$ cat config.mk
export PLATFORM = sky130hd
export DESIGN_NAME = uart_tx_buffered
export DESIGN_NICKNAME = d
export VERILOG_FILES = /design/src/rtl/uart_pkg.sv /design/src/rtl/sync_fifo.sv /design/src/rtl/uart_tx_buffered.sv
export SDC_FILE = /design/constraint.sdc
export NUM_CORES = 1
export LEC_CHECK = 0
export CORE_MARGIN = 3
export CORE_UTILIZATION = 50
export CTS_BUF_LIST = sky130_fd_sc_hd__clkbuf_8
export DETAILED_ROUTE_END_ITERATION = 7
export MAX_ROUTING_LAYER = met4
export PLACE_DENSITY = 0.8
export RECOVER_POWER = 25
export SETUP_SLACK_MARGIN = 0.02
export SLEW_MARGIN = 20
export SYNTH_ARGS = -nofsm -noshare
export SYNTH_HDL_FRONTEND = slang
export SYNTH_SLANG_ARGS = --single-unit
$ cat constraint.sdc
create_clock -name i_clk -period 5.2 [get_ports i_clk]
set_input_delay 1.04 -clock i_clk [delete_from_list [all_inputs] [get_ports i_clk]]
set_output_delay 1.04 -clock i_clk [all_outputs]
set_load 0.005 [all_outputs]
$ cat src/rtl/uart_pkg.sv
// ----------------------------------------------------------------------------
// uart_pkg
// Shared UART definitions for the TX and RX paths.
//   tx_state_e  : transmitter frame states
//   PAR_EVEN/ODD: parity type encodings for the PAR_TYP control
//   calc_parity : parity bit for a data word (up to MAX_DATA_W bits, zero-extended)
// ----------------------------------------------------------------------------
package uart_pkg;

    typedef enum logic [2:0] {
        IDLE,
        START,
        DATA,
        PARITY,
        STOP
    } tx_state_e;

    localparam logic PAR_EVEN = 1'b0;
    localparam logic PAR_ODD  = 1'b1;

    localparam int unsigned MAX_DATA_W = 9;

    // Zero-extension of narrower words does not change the parity.
    function automatic logic calc_parity(input logic [MAX_DATA_W-1:0] data, input logic typ);
        logic p;
        p = ^data;
        case (typ)
            PAR_EVEN: return p;
            PAR_ODD:  return ~p;
            default:  return p;
        endcase
    endfunction

endpackage

$ cat src/rtl/sync_fifo.sv
// ----------------------------------------------------------------------------
// sync_fifo
// Single-clock FIFO with synchronous active-low reset.
// Ports:
//   i_clk, i_rst_n : clock, synchronous active-low reset
//   i_push, i_data : write request and data (ignored while full)
//   i_pop          : read request (ignored while empty)
//   o_data         : word at the head (valid while !o_empty)
//   o_full/o_empty : status
//   o_count        : words stored, one extra bit so full and empty differ
// ----------------------------------------------------------------------------
module sync_fifo #(
    parameter int unsigned DATA_WIDTH = 8,
    parameter int unsigned FIFO_DEPTH = 4
) (
    input  logic                          i_clk,
    input  logic                          i_rst_n,
    input  logic                          i_push,
    input  logic [DATA_WIDTH-1:0]         i_data,
    input  logic                          i_pop,
    output logic [DATA_WIDTH-1:0]         o_data,
    output logic                          o_full,
    output logic                          o_empty,
    output logic [$clog2(FIFO_DEPTH):0]   o_count
);

    localparam int unsigned PTR_W = $clog2(FIFO_DEPTH);
    localparam int unsigned CNT_W = PTR_W + 1;

    logic [DATA_WIDTH-1:0] r_mem [FIFO_DEPTH];
    logic [PTR_W-1:0]      r_wr_ptr;
    logic [PTR_W-1:0]      r_rd_ptr;
    logic [CNT_W-1:0]      r_count;
    logic                  w_push_ok;
    logic                  w_pop_ok;

    assign o_full    = (r_count == CNT_W'(FIFO_DEPTH));
    assign o_empty   = (r_count == '0);
    assign o_count   = r_count;
    assign o_data    = r_mem[r_rd_ptr];
    // Full is judged before any same-edge pop, so a push while full is always dropped.
    assign w_push_ok = i_push && !o_full;
    assign w_pop_ok  = i_pop && !o_empty;

    always_ff @(posedge i_clk) begin
        if (w_push_ok) begin
            r_mem[r_wr_ptr] <= i_data;
        end
    end

    // Depth is a power of two, so pointers wrap by natural overflow.
    always_ff @(posedge i_clk) begin
        if (!i_rst_n) begin
            r_wr_ptr <= '0;
            r_rd_ptr <= '0;
            r_count  <= '0;
        end else begin
            if (w_push_ok) r_wr_ptr <= r_wr_ptr + 1'b1;
            if (w_pop_ok)  r_rd_ptr <= r_rd_ptr + 1'b1;
            case ({w_push_ok, w_pop_ok})
                2'b10:   r_count <= r_count + 1'b1;
                2'b01:   r_count <= r_count - 1'b1;
                default: r_count <= r_count;
            endcase
        end
    end

endmodule

$ cat src/rtl/uart_tx_buffered.sv
// ----------------------------------------------------------------------------
// uart_tx_buffered
// Buffered UART transmitter: FIFO-fed, frame = start | data LSB-first |
// optional parity | 1 or 2 stops. Divider and frame options latched per frame.
// Ports:
//   i_clk, i_rst_n        : clock, synchronous active-low reset
//   i_baud_div            : bit period = i_baud_div+1 cycles
//   i_par_en, i_par_typ   : parity enable, 0 even / 1 odd
//   i_stop2               : two stop bits when set
//   i_in_data/i_in_valid  : word push, accepted when o_in_ready
//   o_in_ready            : FIFO not full
//   o_tx_out              : registered serial line, idles high
//   o_busy                : frame on the line
//   o_fifo_count          : words waiting (excludes the frame on the line)
// ----------------------------------------------------------------------------
module uart_tx_buffered
    import uart_pkg::*;
#(
    parameter int unsigned DATA_WIDTH = 8,
    parameter int unsigned FIFO_DEPTH = 4,
    parameter int unsigned DIV_W      = 6
) (
    input  logic                        i_clk,
    input  logic                        i_rst_n,
    input  logic [DIV_W-1:0]            i_baud_div,
    input  logic                        i_par_en,
    input  logic                        i_par_typ,
    input  logic                        i_stop2,
    input  logic [DATA_WIDTH-1:0]       i_in_data,
    input  logic                        i_in_valid,
    output logic                        o_in_ready,
    output logic                        o_tx_out,
    output logic                        o_busy,
    output logic [$clog2(FIFO_DEPTH):0] o_fifo_count
);

    localparam int unsigned BIT_W = $clog2(DATA_WIDTH);

    tx_state_e             r_state,    w_state_d;
    logic [DIV_W-1:0]      r_baud_cnt, w_baud_cnt_d;
    logic [BIT_W-1:0]      r_bit_idx,  w_bit_idx_d;
    logic [DATA_WIDTH-1:0] r_shift,    w_shift_d;
    logic [DIV_W-1:0]      r_div,      w_div_d;
    logic                  r_par_en,   w_par_en_d;
    logic                  r_par_bit,  w_par_bit_d;
    logic                  r_stop2,    w_stop2_d;
    logic                  r_tx,       w_tx_d;

    logic                  w_tick;
    logic                  w_load;
    logic                  w_pop;
    logic [DATA_WIDTH-1:0] w_fifo_data;
    logic                  w_fifo_full;
    logic                  w_fifo_empty;

    sync_fifo #(
        .DATA_WIDTH (DATA_WIDTH),
        .FIFO_DEPTH (FIFO_DEPTH)
    ) u_fifo (
        .i_clk   (i_clk),
        .i_rst_n (i_rst_n),
        .i_push  (i_in_valid),
        .i_data  (i_in_data),
        .i_pop   (w_pop),
        .o_data  (w_fifo_data),
        .o_full  (w_fifo_full),
        .o_empty (w_fifo_empty),
        .o_count (o_fifo_count)
    );

    assign o_in_ready = !w_fifo_full;
    assign o_tx_out   = r_tx;
    assign o_busy     = (r_state != IDLE);

    always_comb begin
        w_state_d    = r_state;
        w_bit_idx_d  = r_bit_idx;
        w_shift_d    = r_shift;
        w_div_d      = r_div;
        w_par_en_d   = r_par_en;
        w_par_bit_d  = r_par_bit;
        w_stop2_d    = r_stop2;
        w_load       = 1'b0;
        w_pop        = 1'b0;
        w_tick       = (r_baud_cnt == r_div);

        unique case (r_state)
            IDLE: w_load = !w_fifo_empty;
            START: begin
                if (w_tick) w_state_d = DATA;
            end
            DATA: begin
                if (w_tick) begin
                    if (r_bit_idx == BIT_W'(DATA_WIDTH - 1)) begin
                        w_state_d   = r_par_en ? PARITY : STOP;
                        w_bit_idx_d = '0;
                    end else begin
                        w_bit_idx_d = r_bit_idx + 1'b1;
                        w_shift_d   = r_shift >> 1;
                    end
                end
            end
            PARITY: begin
                if (w_tick) w_state_d = STOP;
            end
            STOP: begin
                // Bit index counts stop bits; the last one chains straight into the next frame.
                if (w_tick) begin
                    if (r_bit_idx == BIT_W'(r_stop2)) begin
                        if (!w_fifo_empty) w_load = 1'b1;
                        else               w_state_d = IDLE;
                    end else begin
                        w_bit_idx_d = r_bit_idx + 1'b1;
                    end
                end
            end
            default: w_state_d = IDLE;
        endcase

        w_baud_cnt_d = (w_tick || r_state == IDLE) ? '0 : r_baud_cnt + 1'b1;

        if (w_load) begin
            w_pop        = 1'b1;
            w_state_d    = START;
            w_shift_d    = w_fifo_data;
            w_div_d      = i_baud_div;
            w_par_en_d   = i_par_en;
            w_par_bit_d  = calc_parity(MAX_DATA_W'(w_fifo_data), i_par_typ);
            w_stop2_d    = i_stop2;
            w_bit_idx_d  = '0;
            w_baud_cnt_d = '0;
        end

        // Line value follows the next state so the output register lines up with it.
        unique case (w_state_d)
            IDLE:    w_tx_d = 1'b1;
            START:   w_tx_d = 1'b0;
            DATA:    w_tx_d = w_shift_d[0];
            PARITY:  w_tx_d = w_par_bit_d;
            STOP:    w_tx_d = 1'b1;
            default: w_tx_d = 1'b1;
        endcase
    end

    always_ff @(posedge i_clk) begin
        if (!i_rst_n) begin
            r_state    <= IDLE;
            r_baud_cnt <= '0;
            r_bit_idx  <= '0;
            r_shift    <= '0;
            r_div      <= '0;
            r_par_en   <= 1'b0;
            r_par_bit  <= 1'b0;
            r_stop2    <= 1'b0;
            r_tx       <= 1'b1;
        end else begin
            r_state    <= w_state_d;
            r_baud_cnt <= w_baud_cnt_d;
            r_bit_idx  <= w_bit_idx_d;
            r_shift    <= w_shift_d;
            r_div      <= w_div_d;
            r_par_en   <= w_par_en_d;
            r_par_bit  <= w_par_bit_d;
            r_stop2    <= w_stop2_d;
            r_tx       <= w_tx_d;
        end
    end

endmodule

# Yosys cells after proc, flatten, opt, wreduce, memory -nomap -nowiden
# Memory sizes are Yosys's and may differ from the RTL's. A register that Yosys moved wholly into a read port is not among the register bits.
# Cells that the tools add are included.
dict set report totals {
  memories 1
  elab_cells 89
  ramBits 32
  regBits 37
}
dict set report classes {
  n_mux 32
  n_reduce_logical 17
  n_bitwise 3
  add_sub_neg 6
  n_eq_ne 17
}
# name depth word_bits read_ports rd_clocked_by_memory_dff wr line
set mem_list {}
lappend mem_list {u_fifo.r_mem 4 8 1 1 1 sync_fifo.sv:30} ;# logic [DATA_WIDTH-1:0] r_mem [FIFO_DEPTH];
# operator n
set ops {}
lappend ops {{2-to-1 mux 3 bit} 13}
lappend ops {{2-to-1 mux 8 bit} 4}
lappend ops {{one-hot mux 3 bit (5 select lines)} 1}
lappend ops {{== test 3 x 2 -> 1 bit (second input constant)} 4}
lappend ops {{one-hot mux 3 bit (2 select lines)} 2}
lappend ops {{== test 3 bit (second input constant)} 3}
lappend ops {{XOR reduction 9 bit} 1}
lappend ops {{!= test 2 bit (second input constant)} 4}
lappend ops {{nonzero test 2 bit} 4}
lappend ops {{2-to-1 mux 1 bit} 7}
lappend ops {{adder 3 x 1 -> 3 bit (second input constant)} 2}
lappend ops {{adder 6 x 1 -> 6 bit (second input constant)} 1}
lappend ops {{== test 3 x 1 -> 1 bit (second input constant)} 2}
lappend ops {{== test 6 bit} 1}
lappend ops {{logical NOT 3 bit} 2}
lappend ops {{adder 2 x 1 -> 2 bit (second input constant)} 2}
lappend ops {{2-to-1 mux 2 bit} 2}
lappend ops {{one-hot mux 1 bit (2 select lines)} 2}
lappend ops {{AND reduction 4 bit} 1}
lappend ops {{== test 3 x 1 -> 1 bit} 1}
lappend ops {{inverter 1 bit} 3}
lappend ops {{one-hot mux 1 bit (3 select lines)} 1}
lappend ops {{AND reduction 3 bit} 1}
lappend ops {{nonzero test 3 bit} 1}
lappend ops {{other kinds (8)} 10}

# Depth between registers and ports, before layout
dict set report depth {
  ltp_word 9
  ltp_mapped 13
  mapped_depth_nobuf 11
}

# Cells and area by module
# A second synthesis with hierarchy kept.
dict set report hier_totals {
  hier_cells 252
  hier_area_um2 3121.7
}
# mod n_inst cells_per_inst area_per_inst_um2
set by_module_without_submodules {}
lappend by_module_without_submodules {sync_fifo 1 96 1644.1}
lappend by_module_without_submodules {uart_tx_buffered 1 156 1477.7}

# Worst setup path before layout
# No wires, ideal clock.
dict set report synth_timing {
  kind {register to register}
  startpoint {register r_baud_cnt[3]}
  endpoint {register u_fifo.r_count[2] (netlist: u_fifo.o_count[2])}
  synth_period_minus_slack_ns 2.834
  arrival_time_ns 2.764
  setup_slack_ns 2.366
  setup_time_ns 0.070
  path_stages_with_launch 14
  required_time_ns 5.130
  path_cell_list {dfxtp_1 xnor2_1 and4_1 nand3_1 a2111o_1 buf_6 inv_2 buf_4 ha_1 inv_1 fa_1 xor2_1 or3_1 a21oi_1}
}
dict set report synth_between {
  elab_chain_cells 7
  word_cells_on_any_way 9
  cone_classes {3 x eq/ne; 4 x mux; 2 x reduce/logical}
}
# element line
set synth_rtl {}
lappend synth_rtl {{from (decl)} uart_tx_buffered.sv:40} ;# logic [DIV_W-1:0] r_baud_cnt, w_baud_cnt_d;
lappend synth_rtl {{from (signal assigned)} uart_tx_buffered.sv:158} ;# r_baud_cnt <= w_baud_cnt_d;
lappend synth_rtl {{== test 6 bit (*)} uart_tx_buffered.sv:85} ;# w_tick = (r_baud_cnt == r_div);
lappend synth_rtl {{2-to-1 mux 1 bit (*)} uart_tx_buffered.sv:108} ;# if (w_tick) begin
lappend synth_rtl {{one-hot mux 1 bit (2 select lines) (*)} uart_tx_buffered.sv:87} ;# unique case (r_state)
lappend synth_rtl {{2-to-1 mux 1 bit (*)} uart_tx_buffered.sv:122} ;# if (w_load) begin
lappend synth_rtl {{logical AND 1 bit (*)} sync_fifo.sv:43} ;# assign w_pop_ok = i_pop && !o_empty;
lappend synth_rtl {{via u_fifo.w_pop_ok} sync_fifo.sv:35} ;# logic w_pop_ok;
lappend synth_rtl {{== test 2 x 1 -> 1 bit / == test 2 bit (equally long branches)} sync_fifo.sv:60} ;# case ({w_push_ok, w_pop_ok})
lappend synth_rtl {{one-hot mux 3 bit (2 select lines) / nonzero test 2 bit (equally long branches)} -}
lappend synth_rtl {{to (signal assigned)} sync_fifo.sv:61} ;# 2'b10: r_count <= r_count + 1'b1;
lappend synth_rtl {{to (signal assigned)} sync_fifo.sv:62} ;# 2'b01: r_count <= r_count - 1'b1;
lappend synth_rtl {{to (signal assigned)} sync_fifo.sv:63} ;# default: r_count <= r_count;
lappend synth_rtl {{to (decl)} sync_fifo.sv:33} ;# logic [CNT_W-1:0] r_count;
# The timed path passes the listed nets; every way through them passes the cells marked *.
# A chain may end at the register's enable or synchronous reset.

# Worst setup path in the final report
dict set report layout_timing {
  startpoint {register r_baud_cnt[2]}
  endpoint {register u_fifo.r_count[2] (netlist: u_fifo.o_count[2])}
}
dict set report layout_between {
  elab_chain_cells 7
  word_cells_on_any_way 9
  cone_classes {3 x eq/ne; 4 x mux; 2 x reduce/logical}
}
# element line
set layout_rtl {}
lappend layout_rtl {{== test 6 bit (*)} uart_tx_buffered.sv:85}
lappend layout_rtl {{2-to-1 mux 1 bit (*)} uart_tx_buffered.sv:108}
lappend layout_rtl {{one-hot mux 1 bit (2 select lines) (*)} uart_tx_buffered.sv:87}
lappend layout_rtl {{2-to-1 mux 1 bit (*)} uart_tx_buffered.sv:122}
lappend layout_rtl {{logical AND 1 bit (*)} sync_fifo.sv:43}
lappend layout_rtl {{== test 2 x 1 -> 1 bit / == test 2 bit (equally long branches)} sync_fifo.sv:60}
lappend layout_rtl {{one-hot mux 3 bit (2 select lines) / nonzero test 2 bit (equally long branches)} -}
# Every way passes the cells marked *; elsewhere a longest branch is shown, timed or not.

==> reports/qor.yml <==
detailed_routing:
  drt_iter0_drc: 110
  dr_total_vias: 1960
  wirelength_mm: 5.33
  drc: 0
  via_per_inst: 5.41
  wire_per_inst_microns: 14.7
  drt_first_pass_iters: 4
  ant_nets: 0
global_route:
  grt_max_degree: 29
  grt_overflow: 0
  antenna_found_initial: 0
  grt_first_pass_wirelength_mm: 9.21
  grt_pass1_vias: 1995
  track_usage_pct: 17.1
cells_and_area:
  final_common_cell: "dfxtp_1"
  layout.nets: 314
  diodes: 0
  final_cell_mix: "39 x dfxtp_1, 32 x edfxtp_1, 27 x nand2_1"
  area_growth_pct: 15.8
  drive_gt1_share_pct: 8.28
power:
  pwr-share-comb_pct: 38.4
  p_int_w: 0.00129
  p_per_area_nw_per_um2: 564
  p_leak_nw: 1.28
  power_switching_w: 0.000701
  seqPwrFrac_pct: 40.0
  power.share.switching_pct: 35.2
  power.share.clock_pct: 21.6
  total_power_w: 0.00199
  vdd_drop_max_v: 0.000338
synth:
  synthesis.nets: 287
  syn_area_per_cell_sq_um: 11.8
  ys_ff_latch: 71
  synthArstFlopShare_pct: 0
  synth-main-ff-cell: "dfxtp_1"
  synthesis.area_sq_um: 3050
  synth_cells: 258
  yosys_warnings: 0
  seq_area_frac_synth_pct: 57.2
  synth_edf_count: 32
  yosys.cell_types.count: 42
setup_path:
  cp-start-kind: "flop"
  cp.required_ns: 5.45
  crit_family: "compound AO/OA/AOI/OAI gates"
  path_cells: "xnor2_1, and4_1, nand3_1, a2111o_1, inv_2, ha_1, inv_1, fa_1, xor2_1, or3_1, a21oi_1"
  crit_slowest_cell: "a2111o_1"
  crit_buf_inv: 2
  slowest_delay_ns: 0.77
  setup.worst_path.class: "reg2reg"
  rr_endpoint: "u_fifo.o_count[2]"
  critPathCaptureType: "flop"
  cp.arrival_ns: 3.66
  r2r_slack_ns: 1.79
  r2r-start: "r_baud_cnt[2]"
  reg2reg_depth: 11
  cp_max_fo: 28
timing:
  slew_viol_final: 0
  setup_violations: 0
  rsz0062_at_grt: "false"
  hold_viol: 0
  period_needed_ns: 3.41
  finalSetupTns_ns: 0
  worst_pin_slew_ns: 0.806
  fmax_mhz: 294
  period_share_pct: 65.5
  fin_skew_ns: 0.00909
  relSlewSlack_pct: 46.3
cts:
  cts_resized: 0
  ctsHoldBuffers: 0
  cts_tree: "built"
  clk_path_buf_depth: 2
  clk_latency_ns: 0.34
  htree_levels: 3
  clock_sinks: 71
  cts_setup_buffers: 0
  root_buffer: "clkbuf_8"
  cts.clk_slew.worst_paths_ns: 0.07
  cts_made_buffers: 9
die:
  die_w_microns: 84.0
  core_area_sq_um: 5710
  dieHeight_microns: 84.0
  start_util_pct: 53.3
  pin_count: 26
  rows: 27
  die_area_sq_um: 7060
worst_hold_path:
  hold_start: "r_par_bit"
  hold_class: "reg2reg"
  worstHoldPathCells: 2
  min_delay_worst_endpoint: "r_par_bit"
placement:
  dp_hpwl_mm: 3.83
  portBuffers: 25
  gp_congestion: 0.848
run:
  maxCapViolations: 0
run_status:
  status: "finished, final reports clean"
-- synth_stat cells (2+ instances only) --
cell type	instances	share of area (%)
xor2_1	6	1.7
o21ai_0	3	0.49
edfxtp_1	32	32
and3_1	5	1.0
mux2i_1	8	2.6
nand2b_1	2	0.41
mux4_2	7	5.2
and2_1	3	0.62
dfxtp_1	39	26
or3_1	5	1.0
nand3_1	10	1.6
a21oi_1	17	2.8
nor2_1	24	3.0
a211oi_1	6	1.5
buf_6	2	0.74
nand2_1	27	3.3
clkbuf_1	4	0.49
inv_1	11	1.4
nor3_1	3	0.49
xnor2_1	14	4.0
ha_1	8	3.3
buf_2	2	0.33
-- power groups by stage --
stage	combinational, W	sequential [W]	clock, W
global placement	0.000743	0.000804	0
global route	0.000841	0.000813	0.000467
finish	0.000764	0.000795	0.000430
detailed placement	0.000764	0.000810	0
floorplan	0.000657	0.000763	0
CTS	0.000769	0.000797	0.000440
-- metal layers --
layer  vias up  global-route usage (%)  wire (microns)
met4         0                    6.43              72
met2        37                    27.7            2640
met3         8                    5.73             227
li1        969                       -               -
met1       946                    19.8            2380
met5         -                       -               0
-- area by class of cell --
type                       count  area, sq um
fill                         448         2180
sequential                    71         1740
multi-input combinational    165         1200
timing repair buffer          25          250
clock buffer                   9          124
tap                           72         90.1
clock inverter                 7         71.3
inverter                      13         48.8
-- worst register-to-register path, delay by kind of cell (launching register included) --
| kind | cells | cell delay [ns] |
|---|---|---|
| flip-flops | 1 | 0.41 |
| XOR/XNOR | 2 | 0.33 |
| AND/OR/NAND/NOR | 3 | 0.67 |
| AO/OA/AOI/OAI | 2 | 0.90 |
| buffers and inverters | 2 | 0.41 |
| adder cells (fa/ha/maj) | 2 | 0.60 |
-- kinds of logic (layout without fill, tap and decap cells) --
logic type	after synthesis	after routing	synth area share, %
AO/OA/AOI/OAI	34	34	7.11
adder cells (fa/ha/maj)	9	9	3.94
flip-flops	71	71	57.2
buffers and inverters	22	54	3.41
multiplexers	16	16	8.67
XOR/XNOR	22	22	7.03
AND/OR/NAND/NOR	84	84	12.7
-- sequential cells by signal, summed over array words and instances, names as in the netlist, named ones only --
name / flops
o_tx_out: 1
r_par_bit: 1
u_fifo.r_mem: 32
r_par_en: 1
u_fifo.r_rd_ptr: 2
r_baud_cnt: 6
r_stop2: 1
r_state: 3
u_fifo.o_count: 3
u_fifo.r_wr_ptr: 2
r_div: 6
r_bit_idx: 3
r_shift: 8
-- per-stage QoR --
stage / setup WS [ns] / hold WS (ns) / util, % / std cells / cell area (sq um)
global route: 1.52 / 0.481 / 61.8 / 362 / 3530
detailed placement: 1.82 / 0.456 / 58.3 / 346 / 3330
CTS: 1.80 / 0.468 / 61.8 / 362 / 3530
floorplan: 2.37 / 0.436 / - / 258 / 3050
finish: 1.79 / 0.465 / 61.8 / 362 / 3530
global placement: 1.90 / 0.450 / 58.3 / 346 / 3330
-- worst max path at each step --
stage	startpoint	to	slack (ns)	depth (start not counted)
after floorplan	r_baud_cnt[3]	u_fifo.o_count[2]	2.37	13
after global placement	r_baud_cnt[2]	u_fifo.o_count[2]	1.90	11
after detailed placement	r_baud_cnt[3]	u_fifo.o_count[2]	1.82	11
after CTS	r_baud_cnt[0]	u_fifo.o_count[2]	1.80	11
after global routing	r_baud_cnt[2]	u_fifo.o_count[2]	1.52	11
final	r_baud_cnt[2]	u_fifo.o_count[2]	1.79	11
No activity file was read; power rests on OpenSTA's default activity.
